**src/rtl/mem_port_arbiter.sv**
```systemverilog
// Grants the single memory port to fetch or load/store, alternating when both ask; valid pulses one cycle after mem_ready.
// Minimum 3 cycles request-to-valid; requesters are stalled until their valid, memory stalls via mem_ready (bounded by TIMEOUT).
module mem_port_arbiter #(
  parameter int ADDR_W  = 32,
  parameter int DATA_W  = 32,
  parameter int TIMEOUT = 255
) (
  input  logic              clk,
  input  logic              reset,
  input  logic              if_req,
  input  logic [ADDR_W-1:0] if_addr,
  output logic [DATA_W-1:0] if_rdata,
  output logic              if_valid,
  input  logic              d_req,
  input  logic              d_we,
  input  logic [ADDR_W-1:0] d_addr,
  input  logic [DATA_W-1:0] d_wdata,
  output logic [DATA_W-1:0] d_rdata,
  output logic              d_valid,
  output logic              mem_req,
  output logic              mem_we,
  output logic [ADDR_W-1:0] mem_addr,
  output logic [DATA_W-1:0] mem_wdata,
  input  logic [DATA_W-1:0] mem_rdata,
  input  logic              mem_ready,
  output logic              stall,
  output logic              timeout_err
);

  localparam int CNT_W = $clog2(TIMEOUT + 1);

  typedef enum logic [1:0] {IDLE, BUSY_IF, BUSY_D, RESP} state_t;

  state_t             state;
  logic [CNT_W-1:0]   wait_cnt;
  logic               last_d;
  logic               cnt_done;

  // The current busy cycle is the TIMEOUT-th one without mem_ready.
  assign cnt_done = (wait_cnt == CNT_W'(TIMEOUT - 1));

  assign stall = (if_req & ~if_valid) | (d_req & ~d_valid);

  always_ff @(posedge clk or negedge reset) begin
    if (!reset) begin
      state       <= IDLE;
      wait_cnt    <= '0;
      last_d      <= 1'b0;
      if_rdata    <= '0;
      if_valid    <= 1'b0;
      d_rdata     <= '0;
      d_valid     <= 1'b0;
      mem_req     <= 1'b0;
      mem_we      <= 1'b0;
      mem_addr    <= '0;
      mem_wdata   <= '0;
      timeout_err <= 1'b0;
    end else begin
      if_valid <= 1'b0;
      d_valid  <= 1'b0;
      case (state)
        IDLE: begin
          if (d_req && (!if_req || !last_d)) begin
            state     <= BUSY_D;
            mem_req   <= 1'b1;
            mem_we    <= d_we;
            mem_addr  <= d_addr;
            mem_wdata <= d_wdata;
            last_d    <= 1'b1;
            wait_cnt  <= '0;
          end else if (if_req) begin
            state    <= BUSY_IF;
            mem_req  <= 1'b1;
            mem_we   <= 1'b0;
            mem_addr <= if_addr;
            last_d   <= 1'b0;
            wait_cnt <= '0;
          end
        end
        BUSY_IF, BUSY_D: begin
          if (mem_ready) begin
            mem_req  <= 1'b0;
            state    <= RESP;
            if_valid <= (state == BUSY_IF);
            d_valid  <= (state == BUSY_D);
            if (state == BUSY_IF)
              if_rdata <= mem_rdata;
            else if (!mem_we)
              d_rdata <= mem_rdata;
          end else if (cnt_done) begin
            mem_req     <= 1'b0;
            timeout_err <= 1'b1;
            state       <= RESP;
            if_valid    <= (state == BUSY_IF);
            d_valid     <= (state == BUSY_D);
            if (state == BUSY_IF)
              if_rdata <= '0;
            else
              d_rdata <= '0;
          end else begin
            wait_cnt <= wait_cnt + 1'b1;
          end
        end
        RESP: state <= IDLE;
        default: state <= IDLE;
      endcase
    end
  end

endmodule

```
**config.mk**
```make
export PLATFORM = sky130hd
export DESIGN_NAME = mem_port_arbiter
export DESIGN_NICKNAME = d
export VERILOG_FILES = /design/src/rtl/mem_port_arbiter.sv
export SDC_FILE = /design/constraint.sdc
export NUM_CORES = 1
export LEC_CHECK = 0
export ABC_AREA = 1
export BUFFER_PORTS_ARGS = -buffer_cell sky130_fd_sc_hd__buf_2
export CAP_MARGIN = 20
export CORE_MARGIN = 3
export CORE_UTILIZATION = 35
export CTS_CLUSTER_SIZE = 10
export DETAILED_ROUTE_END_ITERATION = 8
export GPL_ROUTABILITY_DRIVEN = 0
export PLACE_DENSITY = 0.61
export SLEW_MARGIN = 0
export SYNTH_ARGS = -nofsm -noshare
export SYNTH_HDL_FRONTEND = slang
export SYNTH_SLANG_ARGS = --single-unit
```
**constraint.sdc**
```tcl
create_clock -name clk -period 4.7 [get_ports clk]
set_input_delay 0.705 -clock clk [delete_from_list [all_inputs] [get_ports clk]]
set_output_delay 0.705 -clock clk [all_outputs]
set_load 0.05 [all_outputs]
```
Yosys cells after proc, flatten, opt, wreduce, memory -nomap -nowiden

Cells that the tools add are included.

$add $sub $neg: 1
Eq/ne operators: 9
Mux-type cells: 35
Bitwise logic cells: 7
Reduce and logical (&&, ||, !) cells: 17

Operators with widths:

| kind                                                             | count |
|---|---|
| 32-bit 2-to-1 mux                                                | 11 |
| 8-bit 2-to-1 mux                                                 | 4 |
| 8-bit one-hot mux with 2 select lines                            | 1 |
| 1-bit 2-to-1 mux                                                 | 13 |
| 3-bit AND reduction                                              | 3 |
| 8-bit by 1-bit adder with 8-bit output (second input constant)   | 1 |
| 8-bit == test (second input constant)                            | 1 |
| 2-bit 2-to-1 mux                                                 | 4 |
| 4-bit AND reduction                                              | 2 |
| 2-bit != test (second input constant)                            | 3 |
| 3-bit != test (second input constant)                            | 2 |
| 2-bit one-hot mux with 3 select lines                            | 1 |
| 2-bit AND reduction                                              | 3 |
| 2-bit nonzero test                                               | 3 |
| 2-bit == test (second input constant)                            | 2 |
| 1-bit NOT                                                        | 4 |
| 1-bit bitwise AND                                                | 2 |
| 2-bit by 1-bit == test with 1-bit output (second input constant) | 1 |
| 1-bit logical NOT                                                | 2 |
| 2-bit logical NOT                                                | 1 |
| 1-bit one-hot mux with 2 select lines                            | 1 |
| 2-bit OR reduction                                               | 1 |
| 1-bit logical AND                                                | 1 |
| 1-bit logical OR                                                 | 1 |
| 1-bit bitwise OR                                                 | 1 |

Register bits after elaboration: 144
Bits of input ports: 134
Logic and storage cells: 81

Depth between registers and ports, before layout

Depth in word-level cells: 5
Depth in mapped cells: 11
Gate-level depth less buffers: 9

Worst setup path before layout

Ideal clock, no wire load.

Kind: input port to output port
Start point: input if_req
End point: output stall
Arrival: 1.512 ns
Setup slack: 2.483 ns
Stages: 2
Buffers on the path: 0
Cells stage by stage: inv_1 o22ai_1

Cells in the longest elaborated chain, start to end: 2

Ends and longest elaborated chain:

| element            | line | RTL |
|---|---|---|
| start: declaration | 10   | `input logic if_req,` |
| 1-bit bitwise AND  | 42   | `assign stall = (if_req & ~if_valid) \| (d_req & ~d_valid);` |
| 1-bit bitwise OR   | 42   |  |
| end: declaration   | 26   | `output logic stall,` |

Every way passes these cells.

Final worst setup path

Start point: register state[0]
End point: register if_rdata[23]

Cells in the longest elaborated chain, start to end: 3

Ends and longest elaborated chain:

| element                                                                          | line       | RTL |
|---|---|---|
| start: declaration                                                               | 34         | `state_t state;` |
| start signal: assignment                                                         | 46         | `state <= IDLE;` |
| start signal: assignment                                                         | 64         | `state <= BUSY_D;` |
| start signal: assignment                                                         | 72         | `state <= BUSY_IF;` |
| 2-bit by 1-bit == test with 1-bit output / 2-bit == test (equally long branches) | 61, 86, 96 |  |
| 2-bit OR reduction                                                               | 61         | `case (state)` |
| 3-bit AND reduction (no line) (*)                                                | n/a        |  |
| end signal: assignment                                                           | 87         | `if_rdata <= mem_rdata;` |
| end: declaration                                                                 | 12         | `output logic [DATA_W-1:0] if_rdata,` |

Mark *: on every way between the ends. The rest lies on a longest branch, timed or not.
A chain may end at the register's enable or synchronous reset.

==> flow_summary_export.csv <==
group,metric,value,unit
status,outcome,"finished, final reports clean",
critical_path,max_stage_delay,0.57,ns
routing,wirelength,17380,um
clock_tree,cts.sinks,144,
timing,fin_crit_sh,0.5190,
routing,num_vias,5457,
global_route,grt_pass1_vias,5267,
clock_tree,htree_num_levels,4,
clock_tree,cts_tree,"yes",
power_and_ir_drop,leakagePower,4.398,nW
yosys,yosys-top-cells-area,"dfrtp_1 (58%), nand2_1 (15%), o21ai_2 (3.3%)",
timing,fin_tns_setup,0,ns
floorplanning,die_y,139.0,um
timing,hold_slack,0.3822,ns
routing,via_per_inst,4.656,
yosys,postSynthNetCount,826,
critical_path,cpMaxStageDelayCell,"buf_4",
final_layout,final_cell_mix,"buf_2 (266), nand2_1 (255), dfrtp_1 (144), nor2_1 (46), nand3_1 (39)",
global_route,busiest_layer,"met2",
yosys,yosysTopAreaCell,"dfrtp_1",
power_and_ir_drop,p_int,0.003314,W
clock_tree,postCtsHoldBufs,0,
placed_design,io_buffers,267,
critical_path,critPathLaunch,"state[0]$_DFFE_PN0P_",
yosys,synth_top_area_frac,0.5824,
global_route,grt_max_degree,105,
timing,fin_ws,2.261,ns
yosys,synth_top_flop_cell,"dfrtp_1",
critical_path,crit_required,5.04,ns
final_layout,drive_gt1_frac,0.3771,
clock_tree,cts_setup_buffers,0,
power_and_ir_drop,p_sw_frac,0.5163,
yosys,synth_cell_types,28,
power_and_ir_drop,p_sw,0.003538,W
routing,postRouteAntennaNets,0,
timing,finClkSkew,0.01233,ns
yosys,synthSimpleGateAreaFrac,0.2447,
critical_path,critPathKind,"reg2reg",
routing,wl_per_cell,14.83,um
power_and_ir_drop,vdd_ir_drop_max,425.6,uV
yosys,synth_edf_count,0,
critical_path,reg2reg_to,"if_rdata[23]$_DFFE_PN0P_",
clock_tree,clock_latency,0.42,ns
global_route,grt_antenna_before_repair,1,
power_and_ir_drop,p_per_area,826.9,nW/um^2
placed_design,pre_cts_slack,1.927,ns
final_layout,final_nets,1079,
timing,tightest_slew,0.9664,ns
yosys,synthAdderAreaFrac,0.01213,
yosys,syn-cell-area,6187,um^2
worst_hold_path,hp-class,"in2async",
routing,drcViolationCount,0,
critical_path,crit_fanout,38,
yosys,synth_xor_area_frac,0.004247,
global_route,grt.met2_usage,0.2767,
clock_tree,cts.clk_slew.worst_paths,0.06,ns
yosys,syn-instance-count,686,
timing,final_hold_viol_count,0,
routing,first_pass_iters,4,
yosys,yosys_register_bits,144,
floorplanning,die_x,139.0,um
global_route,grt_use_met3,0.06310,
clock_tree,numCtsBuffers,17,
critical_path,reg2regPathDepth,8,
critical_path,critPathCapture,"if_rdata[23]$_DFFE_PN0P_",
yosys,async_flop_share,1.000,
critical_path,cp-start-kind,"register",
floorplanning,start_util,0.3653,
placed_design,dpl.hpwl,12130,um
clock_tree,cts_resized,0,
final_layout,diodes,0,
clock_tree,cts_max_path_buffers,2,
clock_tree,cts.root.buffer_cell,"clkbuf_16",
power_and_ir_drop,p_comb_frac,0.505,
yosys,yosys_warnings,0,
timing,min_period,2.439,ns
final_layout,final_common_cell,"buf_2",
global_route,grt_pass1_wl,28220,um
yosys,avgSynthCellArea,9.019,um^2
critical_path,crit_top_cell,"nand2_1",
floorplanning,dieArea,19310,um^2
final_layout,fillerInstances,1644,
yosys,synth-compound-area-share,0.1110,
final_layout,syn2layout_area_growth,33.93,%
yosys,synth_top_family_by_area,"simple AND/OR/NAND/NOR gates",
critical_path,r2r_slack,2.26,ns
job,cap_violations,0,
critical_path,reg2reg_from,"state[0]$_DFFE_PN0P_",
yosys,synth-seq-area-share,0.5824,
timing,setup_viol,0,
timing,fmax,410.0,MHz
yosys,synth_mux_area_frac,0,
power_and_ir_drop,power_frac_seq,0.293,
critical_path,cp.arrival,2.78,ns
power_and_ir_drop,finalPower,0.006852,W
global_route,met1_usage,0.2445,
global_route,grt_usage,0.1797,
critical_path,path_cells,"inv_1, ha_1, nand2_1, nand2_4, nand2_2, buf_4, nand2_1, o21ai_2",
critical_path,cp-end-kind,"register",
timing,rsz0062_at_grt,"no",
floorplanning,io_pins,268,
routing,drt_iter0_drc,300,
power_and_ir_drop,power_frac_clock,0.203,
timing,slew_viol_final,0,
floorplanning,rows,47,
floorplanning,core,16940,um^2
timing,max_slew_margin,0.3557,
global_route,grt_overflow,0,
## cell usage after synthesis (2+ instances only)
master and number:
nand2_2 20, nand3_1 39, ha_1 6, nor2_1 46, buf_2 15, buf_6 6
a21oi_1 5, xor2_1 2, buf_1 4, o21ai_1 20, a31oi_1 32, clkbuf_1 16
dfrtp_1 144, o21ai_0 26, nand2_4 2, inv_1 15, o21ai_2 23, nand2_1 255
## how the worst min path moves through the flow
stage	endpoint	slack, ns	startpoint
after global placement	mem_wdata[13]$_DFFE_PN0P_	0.45	mem_wdata[13]$_DFFE_PN0P_
after floorplan	d_rdata[0]$_DFFE_PN0P_	0.41	reset
after detailed placement	mem_wdata[26]$_DFFE_PN0P_	0.46	mem_wdata[26]$_DFFE_PN0P_
after global routing	timeout_err$_DFFE_PN0P_	0.48	timeout_err$_DFFE_PN0P_
final	d_rdata[22]$_DFFE_PN0P_	0.38	reset
after CTS	d_rdata[22]$_DFFE_PN0P_	0.45	reset
## critical path: cells and delay by family (launching register included)
family | cells | cell delay (ns)
AOI/OAI and AO/OA | 1 | 0.08
adders and majority gates | 1 | 0.31
buffers and inverters | 2 | 0.71
DFF | 1 | 0.38
and+or+nand+nor | 4 | 0.86
## logic make-up after synthesis
| family | count (synthesis) |
|---|---|
| AND/OR/NAND/NOR | 366 |
| buffers and inverters | 57 |
| flip-flops | 144 |
| AO/OA/AOI/OAI | 110 |
| adder cells (fa/ha/maj) | 6 |
| XOR/XNOR | 3 |
## through the flow
| step | util | instances | instance area, um^2 |
|---|---|---|---|
| floorplan | - | 686 | 6187 |
| global placement | 0.4518 | 1139 | 7651 |
| detailed placement | 0.4518 | 1139 | 7651 |
| CTS | 0.4877 | 1171 | 8259 |
| global route | 0.4893 | 1172 | 8287 |
| finish | 0.4893 | 1172 | 8287 |
## state kept, by name, summed over array words and instances, names as in the netlist
register and cells:
d_rdata 32, d_valid 1, if_rdata 32, if_valid 1
last_d 1, mem_addr 32, mem_req 1, mem_wdata 32
mem_we 1, state 2, timeout_err 1, wait_cnt 8
## power groups by stage
stage	logic, W	registers (W)	clock network [W]
3_3_place_gp	0.00345	0.00201	0
4_1_cts	0.00348	0.00201	0.00143
3_5_place_dp	0.00348	0.00202	0
5_1_grt	0.00372	0.00207	0.00148
6_report	0.00346	0.00201	0.00139
2_1_floorplan	0.00106	0.00361	0
## cell type report
type	instances	area (um^2)	area share
Tap cell	220	275.3	0.03322
Inverter	15	56.30	0.006795
Timing Repair Buffer	276	1430	0.1726
Clock buffer	18	439.2	0.05300
Sequential cell	144	3603	0.4348
Multi-Input combinational cell	485	2313	0.2792
Clock inverter	14	168.9	0.02038
## per-layer routing
layer  up-vias  routed length, um
met5         -                 17
met4         2                189
met3        16               1577
met2       208               7898
met1      2494               7697
li1       2737                  -
Power figures use the tool's default switching activity.
